[src/rtl/breathe_envelope_gen.sv]
// Purpose: breathing-LED envelope (ATTACK ramp to peak, HOLD, DECAY ramp to 0) feeding the PWM duty input.
// Latency: an accepted trigger changes state on the same edge; the first level step lands TICK_DIV*rate_eff clocks later.
// Backpressure: none; trigger is ignored in ATTACK/HOLD and retriggers in DECAY. Optional macro ENV_AUTOLOOP_EN adds loop_en.
module breathe_envelope_gen #(
    parameter int LEVEL_W  = 6,
    parameter int TICK_DIV = 1000,
    parameter int PRE_W    = 16
) (
    input  logic               clk,
    input  logic               rst,
    input  logic               trigger,
    input  logic [LEVEL_W-1:0] peak,
    input  logic [3:0]         rate,
    input  logic [3:0]         hold_len,
`ifdef ENV_AUTOLOOP_EN
    input  logic               loop_en,
`endif
    output logic [LEVEL_W-1:0] level,
    output logic               level_valid,
    output logic               busy,
    output logic [1:0]         state_o
);

    typedef enum logic [1:0] {
        S_IDLE   = 2'd0,
        S_ATTACK = 2'd1,
        S_HOLD   = 2'd2,
        S_DECAY  = 2'd3
    } state_t;

    localparam logic [PRE_W-1:0]   PRE_LAST = PRE_W'(TICK_DIV - 1);
    localparam logic [PRE_W-1:0]   PRE_ONE  = PRE_W'(1);
    localparam logic [LEVEL_W-1:0] LVL_ONE  = LEVEL_W'(1);

    state_t             state_q, state_d;
    logic [PRE_W-1:0]   pre_q, pre_d;
    logic [3:0]         stp_q, stp_d;
    logic [3:0]         hold_q, hold_d;
    logic [LEVEL_W-1:0] level_q, level_d;
    logic [LEVEL_W-1:0] peak_q, peak_d;
    logic [3:0]         rate_q, rate_d;
    logic [3:0]         hlen_q, hlen_d;
    logic               valid_q;
    logic               tick;
    logic               step;
    logic               accept;
    logic [3:0]         rate_m1;
    logic               loop_now;

    // A programmed 0 behaves as 1; return the effective value minus one.
    function automatic logic [3:0] eff_m1(input logic [3:0] x);
        return (x == 4'd0) ? 4'd0 : x - 4'd1;
    endfunction

`ifdef ENV_AUTOLOOP_EN
    assign loop_now = loop_en;
`else
    assign loop_now = 1'b0;
`endif

    assign rate_m1 = eff_m1(rate_q);
    assign tick    = (pre_q == PRE_LAST);
    assign step    = tick && (stp_q == rate_m1);

    // Next-state, level and counter logic; a trigger in DECAY overrides a coincident step.
    always_comb begin
        state_d = state_q;
        level_d = level_q;
        hold_d  = hold_q;
        peak_d  = peak_q;
        rate_d  = rate_q;
        hlen_d  = hlen_q;
        accept  = 1'b0;
        pre_d   = tick ? '0 : pre_q + PRE_ONE;
        stp_d   = stp_q;
        if (tick) begin
            stp_d = (stp_q == rate_m1) ? 4'd0 : stp_q + 4'd1;
        end
        case (state_q)
            S_IDLE: begin
                pre_d = '0;
                stp_d = '0;
                if (trigger && (peak != '0)) begin
                    accept  = 1'b1;
                    state_d = S_ATTACK;
                end
            end
            S_ATTACK: begin
                if (step) begin
                    level_d = level_q + LVL_ONE;
                    if (level_d == peak_q) begin
                        state_d = S_HOLD;
                        hold_d  = eff_m1(hlen_q);
                    end
                end
            end
            S_HOLD: begin
                if (step) begin
                    if (hold_q == 4'd0) begin
                        state_d = S_DECAY;
                    end else begin
                        hold_d = hold_q - 4'd1;
                    end
                end
            end
            S_DECAY: begin
                if (trigger) begin
                    accept = 1'b1;
                    if (level_q < peak) begin
                        state_d = S_ATTACK;
                    end else begin
                        state_d = S_HOLD;
                        hold_d  = eff_m1(hold_len);
                    end
                end else if (step) begin
                    level_d = level_q - LVL_ONE;
                    if (level_d == '0) begin
                        state_d = loop_now ? S_ATTACK : S_IDLE;
                    end
                end
            end
            default: state_d = S_IDLE;
        endcase
        if (accept) begin
            peak_d = peak;
            rate_d = rate;
            hlen_d = hold_len;
            pre_d  = '0;
            stp_d  = '0;
        end
    end

    // State, counters and latched settings; the strobe marks any edge that moved the level.
    always_ff @(posedge clk) begin
        if (rst) begin
            state_q <= S_IDLE;
            pre_q   <= '0;
            stp_q   <= '0;
            hold_q  <= '0;
            level_q <= '0;
            peak_q  <= '0;
            rate_q  <= '0;
            hlen_q  <= '0;
            valid_q <= 1'b0;
        end else begin
            state_q <= state_d;
            pre_q   <= pre_d;
            stp_q   <= stp_d;
            hold_q  <= hold_d;
            level_q <= level_d;
            peak_q  <= peak_d;
            rate_q  <= rate_d;
            hlen_q  <= hlen_d;
            valid_q <= (level_d != level_q);
        end
    end

    assign level       = level_q;
    assign level_valid = valid_q;
    assign busy        = (state_q != S_IDLE);
    assign state_o     = state_q;

endmodule

[config.mk]
export PLATFORM = sky130hd
export DESIGN_NAME = breathe_envelope_gen
export DESIGN_NICKNAME = d
export VERILOG_FILES = /design/src/rtl/breathe_envelope_gen.sv
export SDC_FILE = /design/constraint.sdc
export NUM_CORES = 1
export LEC_CHECK = 0
export ABC_AREA = 1
export BUFFER_PORTS_ARGS = -buffer_cell sky130_fd_sc_hd__buf_4
export CORE_ASPECT_RATIO = 1.25
export CORE_UTILIZATION = 60
export CTS_BUF_LIST = sky130_fd_sc_hd__clkbuf_4
export DETAILED_ROUTE_END_ITERATION = 8
export PLACE_DENSITY = 0.86
export REMOVE_ABC_BUFFERS = 1
export SLEW_MARGIN = 20
export SYNTH_ARGS = -nofsm -noshare
export SYNTH_HDL_FRONTEND = slang
export SYNTH_SLANG_ARGS = --single-unit
[constraint.sdc]
create_clock -name clk -period 5.3 [get_ports clk]
set_input_delay 0.53 -clock clk [delete_from_list [all_inputs] [get_ports clk]]
set_output_delay 0.53 -clock clk [all_outputs]
set_load 0.05 [all_outputs]
==> results of run 1 <==
==> final cells by class <==
| cell class | count | share of cell area [%] |
|---|---|---|
| clock buffers | 6 | 1.28 |
| clock inverters | 2 | 1.71 |
| inverters | 68 | 7.35 |
| multi-input cells | 337 | 55.0 |
| flip-flops and latches | 47 | 26.8 |
| well taps | 62 | 2.21 |
| repair buffers | 26 | 5.57 |
==> worst reg2reg max path: stages (launching register included) <==
cell and delay, ns:
dfxtp_1 0.48, ha_1 0.57, nand2_1 0.15, o21ai_0 0.11, inv_1 0.04, or2_1 0.38, inv_1 0.38, o21ai_0 0.16
a21oi_1 0.15
==> how the worst max path moves through the flow <==
stage,startpoint,slack (ns),cells past startpoint,end
6_report,state_o[0],2.82,8,peak_q[0]
5_1_grt,state_o[0],2.46,8,peak_q[0]
4_1_cts,state_o[0],2.83,8,peak_q[0]
3_5_place_dp,peak[1],2.86,11,pre_q[2]
3_3_place_gp,peak[2],2.96,11,pre_q[2]
2_1_floorplan,state_o[0],2.70,10,pre_q[2]
==> flip-flops by register name, summed over array words and instances (netlist names) <==
name / flops
hold_q: 4
stp_q: 4
level_valid: 1
peak_q: 6
state_o: 2
level: 6
rate_q: 4
pre_q: 16
hlen_q: 4
==> routing by layer <==
metal / routed length [µm] / vias to the layer above / share of wire (%)
met5: 0 / - / 0
met4: 207 / 0 / 2.8
met3: 367 / 25 / 5.0
met2: 3780 / 89 / 52
met1: 2950 / 1433 / 40
li1: - / 1565 / -
==> cell usage after synthesis, types with 5 or more instances <==
master,count
dfxtp_1,47
a31oi_1,5
nand4_1,17
a21oi_2,5
nand3_2,8
xnor2_1,5
xor2_1,16
nor2_1,40
nand2_1,95
a21oi_1,26
o21ai_0,26
inv_1,56
nand3_1,34
ha_1,18
inv_2,9
==> power by group <==
group	leakage [nW]	internal, mW	total, mW	switching (mW)
combinational	1.17	0.193	0.614	0.421
clock	0.0559	0.152	0.274	0.121
sequential	0.382	0.413	0.472	0.0591
total	1.61	0.759	1.36	0.601
==> cell families (layout without fill, tap and decap cells) <==
kind of cell | count (synthesis) | after routing | share of synthesized area [%]
xor gates and xnor gates | 21 | 21 | 5.70
adders and majority gates | 18 | 18 | 6.98
AOI/OAI and AO/OA | 79 | 79 | 14.6
DFF | 47 | 47 | 29.2
and+or+nand+nor | 219 | 219 | 32.6
buffers and inverters | 82 | 102 | 10.9
==> impl_metrics.py, run 1 <==
metrics = {
    "clock_network": {
        "clk-insertion-delay-late_ns": 0.38,
        "cts-resized-gates": 0,
        "cts_hold_buf": 0,
        "cts_sinks": 47,
        "cts_tree": "done",
        "path_clk_slew_ns": 0.14,
        "cts_buffer_depth": 2,
        "cts_buffers": 5,
        "clockRootBuffer": "clkbuf_4",
        "htree_levels": 2,
        "cts_setup_buffers": 0,
    },
    "grt": {
        "grt_use_met3_pct": 3.96,
        "grt_pass1_wl_um": 12300,
        "grt_max_degree": 22,
        "grt_overflow_total": 0,
        "antenna_found_initial": 0,
        "met1_usage_pct": 31.7,
        "grt_pass1_vias": 2896,
        "met2_usage_pct": 48.5,
        "grtUsageTotal_pct": 27.8,
        "top_usage_layer": "met2",
    },
    "timing": {
        "rsz0062_at_grt": "no",
        "hold_ws_ns": 0.375,
        "fin_ws_ns": 2.82,
        "final_hold_viol_count": 0,
        "fin_crit_sh_pct": 46.8,
        "slew_violations": 0,
        "period_minus_slack_ns": 2.48,
        "fin_skew_ns": 0.0159,
        "tightest_slew_ns": 0.627,
        "setup_viol": 0,
        "maxSlewHeadroom_pct": 58.1,
        "tns_ns": 0,
        "max_freq_ghz": 0.403,
    },
    "place": {
        "pre_cts_slack_ns": 2.86,
        "dp.cells": 540,
        "gp_congestion": 0.875,
        "dpl-instance-area_um2": 3400,
        "place_hpwl_um": 5570,
        "port-buffer-count": 26,
    },
    "die": {
        "fp.dieArea_um2": 5670,
        "chipHeight_um": 84.0,
        "ios": 27,
        "rows": 29,
        "die_w_um": 67.6,
        "fp.coreArea_um2": 5120,
        "start_util_pct": 63.0,
    },
    "synthesis": {
        "syn_inst": 466,
        "synthFlopType": "dfxtp_1",
        "mappedNetlistArea_um2": 3220,
        "synth_top_area_share_pct": 29.2,
        "synth_area_leader_cell": "dfxtp_1",
        "ys_seq_elements": 47,
        "ys_top_cells_by_area": "dfxtp_1, nand2_1, ha_1",
        "yosysSeqAreaShare_pct": 29.2,
        "postSynthAreaPerCell_um2": 6.92,
        "synth_cell_types": 45,
        "async_flop_share_pct": 0,
        "synth_warnings": 0,
        "synth-edff-count": 0,
    },
    "route": {
        "vias_per_cell": 5.68,
        "wirelength_um": 7310,
        "drt-pass1-iter-count": 5,
        "drc_errors": 0,
        "antenna_left": 0,
        "drtIter0Drc": 171,
        "vias": 3112,
        "wl_per_cell_um": 13.3,
    },
    "hold_path": {
        "min_from": "rst",
        "min_delay_worst_endpoint": "state_o[0]",
        "min_path_type": "in2reg",
        "hold_path_depth": 2,
    },
    "setup_path": {
        "cpPeakStageDelay_ns": 0.57,
        "reg2regPathDepth": 8,
        "crit_path_end_kind": "flop",
        "worstPathArrival_ns": 2.79,
        "timing.rr.end": "peak_q[0]",
        "cp-start-kind": "flop",
        "path_cells": "ha_1, nand2_1, o21ai_0, inv_1, or2_1, inv_1, o21ai_0, a21oi_1",
        "critical_path_class": "reg2reg",
        "worst-path-buf-inv": 2,
        "cp_slowest_cell": "ha_1",
        "cp_max_fo": 16,
        "rrSetupSlack_ns": 2.82,
        "cpLargestDelayFamily": "adder cells",
        "cp.required_ns": 5.61,
        "timing.rr.start": "state_o[0]",
    },
    "cells_and_area": {
        "area_growth_syn_to_layout_pct": 8.77,
        "drive_gt1_share_pct": 15.4,
        "final_common_cell": "nand2_1",
        "multiInputGateArea_um2": 1930,
        "diodes": 0,
        "nets": 520,
        "n_fill_cell": 456,
        "final-seq-area_um2": 941,
        "final_cell_mix": "nand2_1, inv_1, dfxtp_1, nor2_1, nand3_1",
        "fin_util_pct": 68.5,
        "fin_cells": 548,
        "final_cell_area_um2": 3510,
    },
    "power": {
        "powerDensity_nw_per_um2": 388,
        "p_total_mw": 1.36,
        "p_leak_nw": 1.61,
        "ir_drop_mv": 0.247,
    },
    "job": {
        "drv_cap": 0,
    },
    "outcome": {
        "run_status": "finished clean",
    },
}
Note: power is estimated with default switching activity, not from simulation.
==> inputs of run 2 (changes only) <==
--- a/config.mk
+++ b/config.mk
@@ -5,13 +5,13 @@
 export SDC_FILE = /design/constraint.sdc
 export NUM_CORES = 1
 export LEC_CHECK = 0
-export ABC_AREA = 1
+export ABC_AREA = 0
 export BUFFER_PORTS_ARGS = -buffer_cell sky130_fd_sc_hd__buf_4
 export CORE_ASPECT_RATIO = 1.25
-export CORE_UTILIZATION = 60
+export CORE_UTILIZATION = 56
 export CTS_BUF_LIST = sky130_fd_sc_hd__clkbuf_4
 export DETAILED_ROUTE_END_ITERATION = 8
-export PLACE_DENSITY = 0.86
+export PLACE_DENSITY = 0.85
 export REMOVE_ABC_BUFFERS = 1
 export SLEW_MARGIN = 20
 export SYNTH_ARGS = -nofsm -noshare
==> constraint.sdc (replaced) <==
create_clock -name clk -period 2.2 [get_ports clk]
set_input_delay 0.22 -clock clk [delete_from_list [all_inputs] [get_ports clk]]
set_output_delay 0.22 -clock clk [all_outputs]
set_load 0.05 [all_outputs]
==> run 2 against run 1 <==
The run now ends with setup timing left. Wire length rose by 7.3%. First-iteration DRC count rose by 75%. Total power rose by 120%. Sequential power rose by 130%. Worst setup slack got worse by 3.0 ns. Largest power group unchanged. Highest routed layer unchanged.
==> impl_metrics.py, run 2 <==
metrics = {
    "grt": {
        "grt_pass1_wl_um": 13000,
        "top_usage_layer": "met2",
        "met1_usage_pct": 31.9,
        "grt_max_degree": 29,
        "grt_pass1_vias": 2976,
        "grt_overflow_total": 0,
        "antenna_found_initial": 0,
        "grtUsageTotal_pct": 29.6,
        "met2_usage_pct": 52.4,
        "grt_use_met3_pct": 6.01,
    },
    "cells_and_area": {
        "fin_util_pct": 75.4,
        "final-seq-area_um2": 946,
        "n_fill_cell": 348,
        "diodes": 0,
        "drive_gt1_share_pct": 28.7,
        "final_common_cell": "buf_4",
        "multiInputGateArea_um2": 2050,
        "nets": 476,
        "max_flop_register": "pre_q",
        "final_cell_mix": "buf_4, nor2_1, dfxtp_1, inv_1, xor2_1",
        "largest_reg_flops": 16,
        "area_growth_syn_to_layout_pct": 28.9,
    },
    "timing": {
        "setup_viol": 12,
        "final_hold_viol_count": 0,
        "maxSlewHeadroom_pct": 61.2,
        "fin_skew_ns": 0.0223,
        "tightest_slew_ns": 0.575,
        "rsz0062_at_grt": "yes",
        "max_freq_ghz": 0.412,
        "fin_crit_sh_pct": 110,
        "period_minus_slack_ns": 2.43,
        "slew_violations": 0,
        "tns_ns": -2.09,
        "fin_ws_ns": -0.229,
    },
    "die": {
        "fp.coreArea_um2": 5120,
        "ios": 27,
        "chipHeight_um": 83.7,
        "fp.dieArea_um2": 5640,
        "die_w_um": 67.4,
        "start_util_pct": 58.5,
        "rows": 29,
    },
    "route": {
        "wirelength_um": 7840,
        "drtIter0Drc": 300,
        "drc_errors": 0,
        "drt-pass1-iter-count": 6,
        "wl_per_cell_um": 15.5,
        "antenna_left": 0,
        "vias": 2951,
        "vias_per_cell": 5.86,
    },
    "synthesis": {
        "syn_inst": 368,
        "mappedNetlistArea_um2": 2990,
        "synth_warnings": 0,
        "synth_top_area_share_pct": 31.5,
        "ys_seq_elements": 47,
        "synthFlopType": "dfxtp_1",
        "synth_area_leader_cell": "dfxtp_1",
        "postSynthAreaPerCell_um2": 8.13,
        "synth_most_common_cell": "nor2_1",
        "synth_cell_types": 54,
        "ys_top_cells_by_area": "dfxtp_1, nor2_1, ha_1",
        "async_flop_share_pct": 0,
        "ys_top_cells_by_count": "nor2_1, dfxtp_1, inv_1",
        "yosysSeqAreaShare_pct": 31.5,
        "synth-edff-count": 0,
    },
    "place": {
        "place_hpwl_um": 5310,
        "gp_congestion": 0.853,
        "port-buffer-count": 26,
    },
    "setup_path": {
        "critical_path_class": "reg2reg",
        "cp_max_fo": 6,
        "cp.required_ns": 2.48,
        "worstPathArrival_ns": 2.71,
        "crit_path_end_kind": "flop",
        "cp-start-kind": "flop",
    },
    "clock_network": {
        "cts_sinks": 47,
        "clockRootBuffer": "clkbuf_4",
        "clk-insertion-delay-late_ns": 0.38,
        "cts_tree": "done",
        "htree_levels": 2,
        "cts_buffers": 5,
        "cts_buffer_depth": 2,
        "path_clk_slew_ns": 0.15,
    },
    "hold_path": {
        "min_path_type": "in2reg",
    },
    "job": {
        "drv_cap": 0,
    },
    "power": {
        "p_leak_nw": 1.62,
        "ir_drop_mv": 0.561,
        "p_total_mw": 2.95,
        "powerDensity_nw_per_um2": 764,
    },
    "outcome": {
        "run_status": "complete, but fails checks",
        "violations": "setup timing",
    },
}
run 2: cell count changes after synthesis, moves of 10 or more:
| cell | change |
|---|---|
| a21oi_1 | -10 |
| inv_1 | -30 |
| mux2i_1 | +10 |
| nand2_1 | -79 |
| nand3_1 | -18 |
| nand4_1 | -11 |
| nor2_1 | +25 |
| o21ai_0 | -15 |
| xnor2_1 | +12 |
run 2: final cells by class:
cell class	count	area share [%]
repair buffers	81	16.3
multi-input cells	280	53.2
clock inverters	2	0.324
inverters	26	2.53
flip-flops and latches	47	24.5
clock buffers	6	1.17
well taps	62	2.01
run 2: final timing paths:
path / from / endpoint / slack (ns) / cells past startpoint
max: pre_q[10] / level[5] / -0.23 / 10
min reg2reg: peak_q[4] / peak_q[4] / 0.54 / 2
min: rate[2] / rate_q[2] / 0.06 / 3
max reg2reg: pre_q[10] / level[5] / -0.23 / 10
run 2: cells by family (layout without fill, tap and decap cells):
kind of cell | count (synthesis) | after routing | share of synthesized area (%)
and+or+nand+nor | 149 | 150 | 25.4
xor gates and xnor gates | 35 | 35 | 10.2
buffers and inverters | 42 | 115 | 5.52
DFF | 47 | 47 | 31.5
AOI/OAI and AO/OA | 67 | 67 | 16.5
adders and majority gates | 18 | 18 | 7.53
muxes | 10 | 10 | 3.35
run 2: power by group:
part           switching, mW  internal [mW]
Clock                  0.289          0.137
Combinational          0.849          0.581
Sequential             0.130          0.962
run 2: worst max-delay path, cell delays in order (launching register included):
cell and delay (ns):
dfxtp_2 0.34, or4b_4 0.54, nor4_4 0.16, a21boi_4 0.23, buf_6 0.13, nand3_4 0.14, buf_6 0.21, nor2_2 0.11
xor2_1 0.07, a222oi_1 0.32, nor2_1 0.09
run 2: what timing repair did:
| action | in CTS | in global routing |
|---|---|---|
| hold buffers | 0 | 0 |
| endpoints found under the hold margin | 0 | 0 |
| gates cloned | 1 | 0 |
| resized for setup | 23 | 20 |
| buffers inserted | 6 | 4 |
| setup endpoints to repair | 12 | 17 |
| pin swaps | 15 | 9 |
run 2: metrics by stage:
| stage | instance area, µm² | hold WS (ns) | worst slack (ns) | instances |
|---|---|---|---|---|
| floorplan | 2920 | 0.289 | -0.555 | 352 |
| global placement | 3530 | 0.449 | -0.207 | 485 |
| detailed placement | 3530 | 0.458 | -0.362 | 485 |
| CTS | 3750 | 0.0577 | -0.173 | 500 |
| global route | 3860 | 0.0666 | -0.399 | 504 |
| finish | 3860 | 0.0617 | -0.229 | 504 |
run 2: routing by layer:
| metal | part of all wire [%] | vias to the layer above |
|---|---|---|
| met5 | 0 | - |
| met2 | 53 | 72 |
| li1 | - | 1435 |
| met1 | 40 | 1411 |
| met3 | 3.4 | 33 |
| met4 | 3.8 | 0 |
==> inputs of run 3 (changes only) <==
--- a/config.mk
+++ b/config.mk
@@ -9,7 +9,7 @@
 export BUFFER_PORTS_ARGS = -buffer_cell sky130_fd_sc_hd__buf_4
 export CORE_ASPECT_RATIO = 1.25
 export CORE_UTILIZATION = 56
-export CTS_BUF_LIST = sky130_fd_sc_hd__clkbuf_4
+export CTS_BUF_LIST = sky130_fd_sc_hd__clkbuf_2 sky130_fd_sc_hd__clkbuf_4 sky130_fd_sc_hd__clkbuf_8
 export DETAILED_ROUTE_END_ITERATION = 8
 export PLACE_DENSITY = 0.85
 export REMOVE_ABC_BUFFERS = 1
==> run 3 against run 2 <==
Combinational power shrank 3%. Sequential cell count did not move. Non-clock buffer count down 2. Register-to-register slack improved by 0.03 ns. Count of clock-buffer cells in the layout is 1 higher. Total power rose by 3.3%. First-iteration DRC count up 3.7%. Maximum frequency increased by 1.3%. The run still ends with setup timing left. Wire length is 1.6% higher. Sequential share of layout area decreased by 0.16 points. Global-route usage rose by 1.1 points.
==> impl_metrics.py, run 3 (synthesis results as in run 2) <==
metrics = {
    "clock_network": {
        "clk-insertion-delay-late_ns": 0.32,
        "clockRootBuffer": "clkbuf_8",
        "cts_sinks": 47,
        "htree_levels": 2,
        "cts_buffer_depth": 2,
        "path_clk_slew_ns": 0.10,
        "cts_buffers": 5,
        "cts_tree": "done",
        "cts_hold_buf": 0,
    },
    "grt": {
        "grt_overflow_total": 0,
        "grt_pass1_vias": 3041,
        "antenna_found_initial": 0,
        "grt_max_degree": 29,
        "grt_pass1_wl_um": 13400,
        "grtUsageTotal_pct": 30.7,
    },
    "die": {
        "fp.coreArea_um2": 5120,
        "start_util_pct": 58.5,
        "rows": 29,
        "fp.dieArea_um2": 5640,
        "chipHeight_um": 83.7,
        "die_w_um": 67.4,
        "ios": 27,
    },
    "cells_and_area": {
        "drive_gt1_share_pct": 28.5,
        "final_cell_area_um2": 3880,
        "max_flop_register": "pre_q",
        "diodes": 0,
        "final_cell_mix": "buf_4, nor2_1, dfxtp_1, inv_1, xor2_1",
        "nets": 473,
        "area_growth_syn_to_layout_pct": 29.6,
        "final_common_cell": "buf_4",
        "largest_reg_flops": 16,
        "n_fill_cell": 335,
    },
    "hold_path": {
        "min_path_type": "in2reg",
    },
    "timing": {
        "fin_ws_ns": -0.197,
        "rsz0062_at_grt": "yes",
        "tightest_slew_ns": 0.484,
        "final_hold_viol_count": 0,
        "setup_viol": 12,
        "slew_violations": 0,
        "fin_skew_ns": 0.0182,
        "max_freq_ghz": 0.417,
        "fin_crit_sh_pct": 109,
        "maxSlewHeadroom_pct": 67.7,
        "period_minus_slack_ns": 2.40,
        "hold_ws_ns": 0.137,
    },
    "route": {
        "vias": 2960,
        "vias_per_cell": 5.91,
        "drtIter0Drc": 311,
        "antenna_left": 0,
        "drc_errors": 0,
        "drt-pass1-iter-count": 4,
        "wirelength_um": 7960,
        "wl_per_cell_um": 15.9,
    },
    "power": {
        "switching_share_pct": 41.6,
        "powerDensity_nw_per_um2": 785,
        "ir_drop_mv": 0.435,
        "p_seq_share_pct": 35.8,
        "p_switching_mw": 1.27,
        "clkPwrFrac_pct": 18.8,
        "p_leak_nw": 1.62,
        "internal_power_mw": 1.78,
        "p_comb_share_pct": 45.4,
    },
    "place": {
        "dpl-instance-area_um2": 3530,
        "place_hpwl_um": 5310,
        "port-buffer-count": 26,
        "gp_congestion": 0.853,
    },
    "setup_path": {
        "cp.required_ns": 2.45,
        "cpLargestDelayFamily": "simple AND/OR/NAND/NOR gates",
        "cp_max_fo": 4,
        "worstPathArrival_ns": 2.64,
        "cpPeakStageDelay_ns": 0.54,
        "crit_path_end_kind": "flop",
        "path_cells": "or4b_4, nor4_4, a21boi_4, nand3_4, buf_12, o21ai_2, nand4_1, a2111oi_2, a31o_1",
        "cp_slowest_cell": "or4b_4",
        "cp-start-kind": "flop",
        "critical_path_class": "reg2reg",
        "worst-path-buf-inv": 1,
    },
    "outcome": {
        "run_status": "complete, but fails checks",
        "violations": "setup timing",
    },
    "job": {
        "drv_cap": 0,
    },
}
## run 3: tightest hold or removal path, cell delays in order
cell and delay (ns):
buf_4 0.08, mux2i_1 0.05, nor2_1 0.07
## run 3: repair_timing
action	4_1_cts	5_1_grt
endpoints found under the setup margin	12	17
endpoints found under the hold margin	0	0
resized for setup	36	8
pin swaps	31	7
buffers inserted	7	1
## run 3: final cells by class
class / count / area (µm²) / area share [%]
multi-input cells: 279 / 2040 / 52.6
flip-flops and latches: 47 / 945 / 24.4
repair buffers: 79 / 621 / 16.0
inverters: 26 / 97.6 / 2.52
clock buffers: 7 / 90.1 / 2.32
well taps: 62 / 77.6 / 2.00
clock inverters: 1 / 8.76 / 0.226
## run 3: path summary, 6_finish.rpt
kind / slack (ns) / end / depth (start not counted) / startpoint
setup / recovery: -0.20 / state_o[0] / 9 / pre_q[10]
hold / removal: 0.14 / rate_q[2] / 3 / rate[2]
setup reg to reg: -0.20 / state_o[0] / 9 / pre_q[10]
hold reg to reg: 0.53 / peak_q[4] / 2 / peak_q[4]
## run 3: per-stage QoR
step           setup TNS, ns  setup WS (ns)  instances  utilization (%)  total power, mW
2_1_floorplan         -14.75         -0.555        352                -             1.96
3_3_place_gp           -1.45         -0.207        485             69.1             2.26
3_5_place_dp           -2.48         -0.362        485             69.1             2.31
4_1_cts                -1.22         -0.136        500             75.2             2.99
5_1_grt                -3.66         -0.354        501             75.8             3.22
6_report               -1.88         -0.197        501             75.8             3.05
## run 3: per-layer routing
metal,GRT usage (%),up-vias,share of wire [%]
li1,-,1422,-
met1,32.9,1414,39
met2,53.5,90,52
met3,6.42,34,4.1
met4,17.6,0,4.3
met5,0,-,0
## run 3: power groups by stage
stage / clock [mW] / combinational, mW / sequential, mW
after global placement: 0 / 1.17 / 1.10
final: 0.571 / 1.38 / 1.09
after CTS: 0.569 / 1.33 / 1.08
after detailed placement: 0 / 1.21 / 1.10
after floorplan: 0 / 0.835 / 1.13
after global routing: 0.611 / 1.51 / 1.10
